$ cat config.mk
export PLATFORM = sky130hd
export DESIGN_NAME = dca_matrix_lsu_rdata_aligner
export DESIGN_NICKNAME = d
export VERILOG_FILES = /design/src/rtl/dca_matrix_lsu_rdata_aligner_pkg.sv /design/src/rtl/dca_lsu_txninfo_fifo.sv /design/src/rtl/dca_matrix_lsu_rdata_aligner.sv
export SDC_FILE = /design/constraint.sdc
export NUM_CORES = 1
export LEC_CHECK = 0
export CAP_MARGIN = 0
export CORE_AREA = 2 2 261 263
export DETAILED_ROUTE_END_ITERATION = 8
export DIE_AREA = 0 0 263 265
export REMOVE_ABC_BUFFERS = 1
export SYNTH_ARGS = -nofsm -noshare
export SYNTH_HDL_FRONTEND = slang
export SYNTH_HIERARCHICAL = 1
export SYNTH_SLANG_ARGS = --single-unit
$ cat constraint.sdc
create_clock -name clk -period 8.3 [get_ports clk]
set_clock_uncertainty 0.15 [all_clocks]
set_input_delay 1.66 -clock clk [delete_from_list [all_inputs] [get_ports clk]]
set_output_delay 1.66 -clock clk [all_outputs]
set_load 0.02 [all_outputs]
$ cat src/rtl/dca_matrix_lsu_rdata_aligner_pkg.sv
// rtl/dca_matrix_lsu_rdata_aligner_pkg.sv - shared constants, txn-info field offsets and FSM states
// Used by both builds (DCA_LSU_RDATA_SKID_EN defined or not).
package dca_matrix_lsu_rdata_aligner_pkg;

  localparam logic [1:0] AXI_RESP_OKAY = 2'b00;
  localparam int         TXN_ALEN_W    = 8;

  typedef enum logic [1:0] {
    ST_IDLE    = 2'd0,
    ST_COLLECT = 2'd1,
    ST_OUTPUT  = 2'd2
  } state_e;

  function automatic int bw_bitaddr(input int bw_axi_data);
    return $clog2(bw_axi_data);
  endfunction

  // Txn info is {flag_a, row_last, alen[7:0], bitaddr}
  function automatic int bw_txn_info(input int bw_axi_data);
    return 2 + TXN_ALEN_W + bw_bitaddr(bw_axi_data);
  endfunction

  function automatic int txn_alen_lsb(input int bw_axi_data);
    return bw_bitaddr(bw_axi_data);
  endfunction

  function automatic int txn_row_last_bit(input int bw_axi_data);
    return bw_bitaddr(bw_axi_data) + TXN_ALEN_W;
  endfunction

  function automatic int txn_flag_a_bit(input int bw_axi_data);
    return bw_bitaddr(bw_axi_data) + TXN_ALEN_W + 1;
  endfunction

endpackage

$ cat src/rtl/dca_lsu_txninfo_fifo.sv
// rtl/dca_lsu_txninfo_fifo.sv - synchronous txn-info FIFO, valid/ready push side, pop/empty read side
// No same-cycle bypass: a push is visible on rdata the cycle after.
module dca_lsu_txninfo_fifo #(
  parameter int WIDTH = 16,
  parameter int DEPTH = 4
) (
  input  logic             clk,
  input  logic             rstnn,
  input  logic             clear,
  input  logic             wvalid,
  output logic             wready,
  input  logic [WIDTH-1:0] wdata,
  input  logic             pop,
  output logic             empty,
  output logic [WIDTH-1:0] rdata
);

  localparam int AW = $clog2(DEPTH);

  logic [AW:0]      wr_ptr_q, wr_ptr_d;
  logic [AW:0]      rd_ptr_q, rd_ptr_d;
  logic [WIDTH-1:0] mem_q [DEPTH];
  logic             full;
  logic             push;

  assign full   = (wr_ptr_q[AW] != rd_ptr_q[AW]) && (wr_ptr_q[AW-1:0] == rd_ptr_q[AW-1:0]);
  assign empty  = (wr_ptr_q == rd_ptr_q);
  assign wready = !full;
  assign push   = wvalid && !full;
  assign rdata  = mem_q[rd_ptr_q[AW-1:0]];

  always_comb begin
    wr_ptr_d = wr_ptr_q;
    rd_ptr_d = rd_ptr_q;
    if (push)           wr_ptr_d = wr_ptr_q + 1'b1;
    if (pop && !empty)  rd_ptr_d = rd_ptr_q + 1'b1;
  end

  always_ff @(posedge clk) begin
    if (!rstnn || clear) begin
      wr_ptr_q <= '0;
      rd_ptr_q <= '0;
    end else begin
      wr_ptr_q <= wr_ptr_d;
      rd_ptr_q <= rd_ptr_d;
    end
  end

  always_ff @(posedge clk) begin
    if (push) mem_q[wr_ptr_q[AW-1:0]] <= wdata;
  end

endmodule

$ cat src/rtl/dca_matrix_lsu_rdata_aligner.sv
// rtl/dca_matrix_lsu_rdata_aligner.sv - collects AXI R beats of one row and shifts out the bit offset
// Optional one-entry output holding register under DCA_LSU_RDATA_SKID_EN.
module dca_matrix_lsu_rdata_aligner
  import dca_matrix_lsu_rdata_aligner_pkg::*;
#(
  parameter int BW_AXI_DATA    = 64,
  parameter int MATRIX_NUM_COL = 4,
  parameter int BW_LSU_ELEMENT = 32,
  parameter int MAX_BEATS      = 3,
  parameter int TXN_FIFO_DEPTH = 4,
  localparam int BW_LSU_ELEMENT_ROW = MATRIX_NUM_COL * BW_LSU_ELEMENT,
  localparam int BW_BITADDR         = bw_bitaddr(BW_AXI_DATA),
  localparam int BW_TXN_INFO        = bw_txn_info(BW_AXI_DATA)
) (
  input  logic                          clk,
  input  logic                          rstnn,
  input  logic                          clear,
  input  logic                          txinfo_wvalid,
  output logic                          txinfo_wready,
  input  logic [BW_TXN_INFO-1:0]        txinfo_wdata,
  input  logic                          rvalid,
  output logic                          rready,
  input  logic [BW_AXI_DATA-1:0]        rdata,
  input  logic [1:0]                    rresp,
  input  logic                          rlast,
  output logic                          row_valid,
  input  logic                          row_ready,
  output logic [BW_LSU_ELEMENT_ROW-1:0] row_data,
  output logic [BW_TXN_INFO-1:0]        row_txn_info,
  output logic                          error
);

  localparam int         BUF_W       = MAX_BEATS * BW_AXI_DATA;
  localparam int         ALEN_LSB    = txn_alen_lsb(BW_AXI_DATA);
  localparam logic [7:0] MAX_BEATS_B = 8'(MAX_BEATS);

  state_e                        state_q, state_d;
  logic [BW_TXN_INFO-1:0]        cur_info_q, cur_info_d;
  logic [7:0]                    beat_cnt_q, beat_cnt_d;
  logic [BUF_W-1:0]              buf_q, buf_d;
  logic                          row_valid_q, row_valid_d;
  logic [BW_LSU_ELEMENT_ROW-1:0] row_data_q, row_data_d;
  logic [BW_TXN_INFO-1:0]        row_txn_info_q, row_txn_info_d;
  logic                          error_q, error_d;

  logic                   fifo_pop;
  logic                   fifo_empty;
  logic [BW_TXN_INFO-1:0] fifo_rdata;
  logic [7:0]             alen;
  logic [BW_BITADDR-1:0]  shift;
  logic                   last_beat;
  logic                   beat_fire;
  logic [BUF_W-1:0]       row_full;

  dca_lsu_txninfo_fifo #(
    .WIDTH (BW_TXN_INFO),
    .DEPTH (TXN_FIFO_DEPTH)
  ) u_txninfo_fifo (
    .clk    (clk),
    .rstnn  (rstnn),
    .clear  (clear),
    .wvalid (txinfo_wvalid),
    .wready (txinfo_wready),
    .wdata  (txinfo_wdata),
    .pop    (fifo_pop),
    .empty  (fifo_empty),
    .rdata  (fifo_rdata)
  );

  assign alen      = cur_info_q[ALEN_LSB +: TXN_ALEN_W];
  assign shift     = {cur_info_q[BW_BITADDR-1:3], 3'b000};
  assign last_beat = (beat_cnt_q == alen);
  assign beat_fire = rvalid && rready;

`ifdef DCA_LSU_RDATA_SKID_EN
  // Hold off the final beat only when the finished row would have nowhere to go
  assign rready = (state_q == ST_COLLECT) && !clear &&
                  !(last_beat && row_valid_q && !row_ready);
`else
  assign rready = (state_q == ST_COLLECT) && !clear;
`endif

  always_comb begin
    state_d        = state_q;
    cur_info_d     = cur_info_q;
    beat_cnt_d     = beat_cnt_q;
    buf_d          = buf_q;
    row_valid_d    = row_valid_q;
    row_data_d     = row_data_q;
    row_txn_info_d = row_txn_info_q;
    error_d        = error_q;
    fifo_pop       = 1'b0;
    row_full       = '0;

`ifdef DCA_LSU_RDATA_SKID_EN
    if (row_valid_q && row_ready) row_valid_d = 1'b0;
`endif

    case (state_q)
      ST_IDLE: begin
        if (!fifo_empty) begin
          fifo_pop   = 1'b1;
          cur_info_d = fifo_rdata;
          beat_cnt_d = '0;
          buf_d      = '0;
          state_d    = ST_COLLECT;
        end
      end
      ST_COLLECT: begin
        if (beat_fire) begin
          for (int i = 0; i < MAX_BEATS; i++) begin
            if (beat_cnt_q == 8'(i)) buf_d[i*BW_AXI_DATA +: BW_AXI_DATA] = rdata;
          end
          if (beat_cnt_q >= MAX_BEATS_B) error_d = 1'b1;
          if (rresp != AXI_RESP_OKAY)    error_d = 1'b1;
          if (rlast != last_beat)        error_d = 1'b1;
          if (last_beat) begin
            row_full       = buf_d >> shift;
            row_data_d     = row_full[BW_LSU_ELEMENT_ROW-1:0];
            row_txn_info_d = cur_info_q;
            row_valid_d    = 1'b1;
`ifdef DCA_LSU_RDATA_SKID_EN
            if (!fifo_empty) begin
              fifo_pop   = 1'b1;
              cur_info_d = fifo_rdata;
              beat_cnt_d = '0;
              buf_d      = '0;
              state_d    = ST_COLLECT;
            end else begin
              state_d = ST_IDLE;
            end
`else
            state_d = ST_OUTPUT;
`endif
          end else begin
            beat_cnt_d = beat_cnt_q + 8'd1;
          end
        end
      end
      ST_OUTPUT: begin
        if (row_ready) begin
          row_valid_d = 1'b0;
          if (!fifo_empty) begin
            fifo_pop   = 1'b1;
            cur_info_d = fifo_rdata;
            beat_cnt_d = '0;
            buf_d      = '0;
            state_d    = ST_COLLECT;
          end else begin
            state_d = ST_IDLE;
          end
        end
      end
      default: state_d = ST_IDLE;
    endcase
  end

  always_ff @(posedge clk) begin
    if (!rstnn || clear) begin
      state_q        <= ST_IDLE;
      cur_info_q     <= '0;
      beat_cnt_q     <= '0;
      buf_q          <= '0;
      row_valid_q    <= 1'b0;
      row_data_q     <= '0;
      row_txn_info_q <= '0;
      error_q        <= 1'b0;
    end else begin
      state_q        <= state_d;
      cur_info_q     <= cur_info_d;
      beat_cnt_q     <= beat_cnt_d;
      buf_q          <= buf_d;
      row_valid_q    <= row_valid_d;
      row_data_q     <= row_data_d;
      row_txn_info_q <= row_txn_info_d;
      error_q        <= error_d;
    end
  end

  assign row_valid    = row_valid_q;
  assign row_data     = row_data_q;
  assign row_txn_info = row_txn_info_q;
  assign error        = error_q;

endmodule

==> results.sh <==
export IMPL_status="complete, no violations"
export IMPL_reg2regPathDepth=9
export IMPL_coreArea_um2=66800
export IMPL_cp_start_kind="primary input"
export IMPL_end_kind="flip-flop"
export IMPL_hold_viol_final=0
export IMPL_cap_viol_max_count=0
export IMPL_seqPwrFrac_pct=45.4
export IMPL_synthToLayoutAreaGrowth_pct=18.8
export IMPL_cts_hold_fix_buffers=0
export IMPL_vias_per_cell=6.14
export IMPL_synth_edf_count=64
export IMPL_dieWidth_um=263
export IMPL_synthTopCellsByArea="dfxtp_1 (31%), mux2i_1 (11%), edfxtp_1 (8.3%)"
export IMPL_track_usage_pct=24.8
export IMPL_cp_required_ns=8.65
export IMPL_fmax_mhz=204
export IMPL_async_flop_share_pct=0
export IMPL_dp_hpwl_um=58200
export IMPL_clockPowerShare_pct=45.0
export IMPL_nNetsFinal=2698
export IMPL_intPower_uw=3510
export IMPL_crit_top_cell="buf_4"
export IMPL_num_io_pins=237
export IMPL_grt_pass1_wl_um=134000
export IMPL_hold_path_class="flip-flop to flip-flop"
export IMPL_finalSetupTns_ns=0
export IMPL_whs_ns=0.301
export IMPL_min_period_over_period_pct=59.0
export IMPL_fin_crit_ns=4.89
export IMPL_post_route_util_pct=41.4
export IMPL_pre_cts_slack_ns=2.85
export IMPL_r2r_slack_ns=4.19
export IMPL_synth_seq_cells=428
export IMPL_max_vdd_ir_drop_v=0.000127
export IMPL_synth_most_common_cell="dfxtp_1"
export IMPL_reg2reg_to="row_data[31]"
export IMPL_swShare_pct=25.3
export IMPL_cts_resized=0
export IMPL_synthDistinctLibCells=88
export IMPL_wirelength_um=89500
export IMPL_hold_depth=2
export IMPL_setup_slack_ns=3.41
export IMPL_h_tree_depth=2
export IMPL_io_buffer_count=236
export IMPL_grt_pass1_vias=21100
export IMPL_first_iter_violations=2570
export IMPL_post_cts_buffers=0
export IMPL_drive_gt1_share_pct=10.3
export IMPL_synth_avg_cell_area_um2=9.24
export IMPL_whs_endpoint="row_txn_info[15]"
export IMPL_yosysTopAreaCell="dfxtp_1"
export IMPL_die_y_um=265
export IMPL_post_drt_wl_per_cell_um=25.5
export IMPL_slew_viol_final=0
export IMPL_r2r_start="beat_cnt_q[0]"
export IMPL_cp_data_arrival_time_ns=5.24
export IMPL_relSlewSlack_pct=19.7
export IMPL_die_area_um2=69700
export IMPL_rsz0062_at_grt="no"
export IMPL_firstDrtPassIters=6
export IMPL_crit_fanout=49
export IMPL_place_congestion=0.898
export IMPL_slowest_delay_ns=0.73
export IMPL_p_leak_uw=0.00922
export IMPL_ant_nets=0
export IMPL_drc=0
export IMPL_synth_commonest_cells="dfxtp_1 (364), nor2_1 (254), mux2i_1 (252), nand2_1 (218), a22oi_1 (194)"
export IMPL_cts_tree="yes"
export IMPL_cts_root_to_sink_buffers=3
export IMPL_grt_max_degree=166
export IMPL_clock_sinks=428
export IMPL_grt_ovfl_total=0
export IMPL_path_clk_slew_ns=0.06
export IMPL_cts_buffers=48
export IMPL_rows=95
export IMPL_p_switching_uw=1190
export IMPL_setup_viol=0
export IMPL_powerDensity_nw_per_um2=170
export IMPL_netlist_instances=2517
export IMPL_yosys_warnings=6
export IMPL_critPathKind="primary input to flip-flop"
export IMPL_vias=21500
export IMPL_root_buffer="clkbuf_16"
export IMPL_worstPathCellList="clkdlybuf4s50_1 -> nand4bb_2 -> buf_4 -> nand3b_1 -> or3_4 -> buf_4 -> nor3_1 -> a22oi_1 -> o21ai_0"
export IMPL_combPwrFrac_pct=9.6
export IMPL_seq_area_frac_synth_pct=39.6
export IMPL_synth_top_area_share_pct=31.3
export IMPL_grt_antenna_before_repair=7
export IMPL_clk_latency_ns=0.59
export IMPL_min_from="cur_info_q[15]"
export IMPL_slowest_stage="nor3_1"
export IMPL_ys_flop_type="dfxtp_1"
export IMPL_syn_area_um2=23300
export IMPL_tightest_slew_ns=1.20
export IMPL_initial_core_util_pct=34.8
[power by group through the flow]
| stage | combinational, uW | clock, uW | sequential, uW |
|---|---|---|---|
| floorplan | 228 | 0 | 2190 |
| global route | 476 | 2230 | 2140 |
| finish | 451 | 2120 | 2140 |
| global placement | 435 | 0 | 2180 |
| detailed placement | 439 | 0 | 2180 |
| CTS | 441 | 2150 | 2140 |
[how the worst max path moves through the flow]
stage	from	to	slack (ns)	cells past startpoint
after floorplan	cur_info_q[4]	row_data[31]	-4.02	5
after global placement	clear	row_data[81]	2.92	10
after detailed placement	clear	row_data[104]	2.85	9
after CTS	clear	rready	3.36	3
after global routing	clear	row_data[108]	3.14	9
final	clear	row_data[104]	3.41	9
[worst max-delay path: cells and delay by family]
kind            cells  cell delay [ns]
compound gates      2             0.27
simple gates        4             1.94
buf+inv             3             1.27
[layer usage]
| layer | wire length (um) | share of wire, % | vias to the layer above | GRT usage [%] |
|---|---|---|---|---|
| met2 | 40200 | 45 | 1241 | 38.7 |
| li1 | - | - | 9570 | - |
| met1 | 35500 | 40 | 10500 | 31.8 |
| met3 | 8910 | 10 | 256 | 6.11 |
| met5 | 58 | 0.065 | - | 0 |
| met4 | 4820 | 5.4 | 8 | 13.3 |
[logic make-up (layout without fill, tap and decap cells)]
group | count (synthesis) | in the layout | share of synthesized area, %
mux | 374 | 374 | 19.5
compound gates | 773 | 773 | 22.3
other cells | 0 | 2 | 0
simple gates | 657 | 657 | 12.7
buf+inv | 257 | 371 | 4.76
fa+ha+maj | 9 | 9 | 0.484
flops | 428 | 428 | 39.6
xor+xnor | 19 | 19 | 0.715
[final cells by class]
cell class              instances  area, um^2
fillers                      6548       39200
clock buffers                  65        1310
multi-input cells            1832       13100
inverters                      17        65.1
diodes                          2        5.00
clock inverters                16         211
repair buffers                273        2670
flip-flops and latches        428        9220
well taps                     873        1090
[state kept, by name, summed over array words and instances, names as in the netlist, 3 cells and up, named ones only]
register / count
buf_q: 184
row_data: 128
u_txninfo_fifo/wr_ptr_q: 3
u_txninfo_fifo/mem_q: 64
row_txn_info: 16
u_txninfo_fifo/rd_ptr_q: 3
cur_info_q: 16
beat_cnt_q: 8
[through the flow]
step,cells,power [uW],area (um^2)
6_report,3506,4710,27700
3_3_place_gp,3423,2620,26100
2_1_floorplan,2277,2420,22200
4_1_cts,3504,4730,27600
3_5_place_dp,3423,2620,26100
5_1_grt,3505,4850,27600
[placed cells by master, fill, tap and decap left out, types with 64 or more instances in the layout]
cell / netlist / layout
nand2_1: 218 / 216
mux2i_1: 252 / 252
nor2_1: 254 / 247
clkdlybuf4s50_1: 0 / 236
dfxtp_1: 364 / 361
o21ai_0: 129 / 129
edfxtp_1: 64 / 64
a21oi_1: 164 / 164
mux2_2: 66 / 66
a22oi_1: 194 / 194
(Power assumes the default switching activity.)
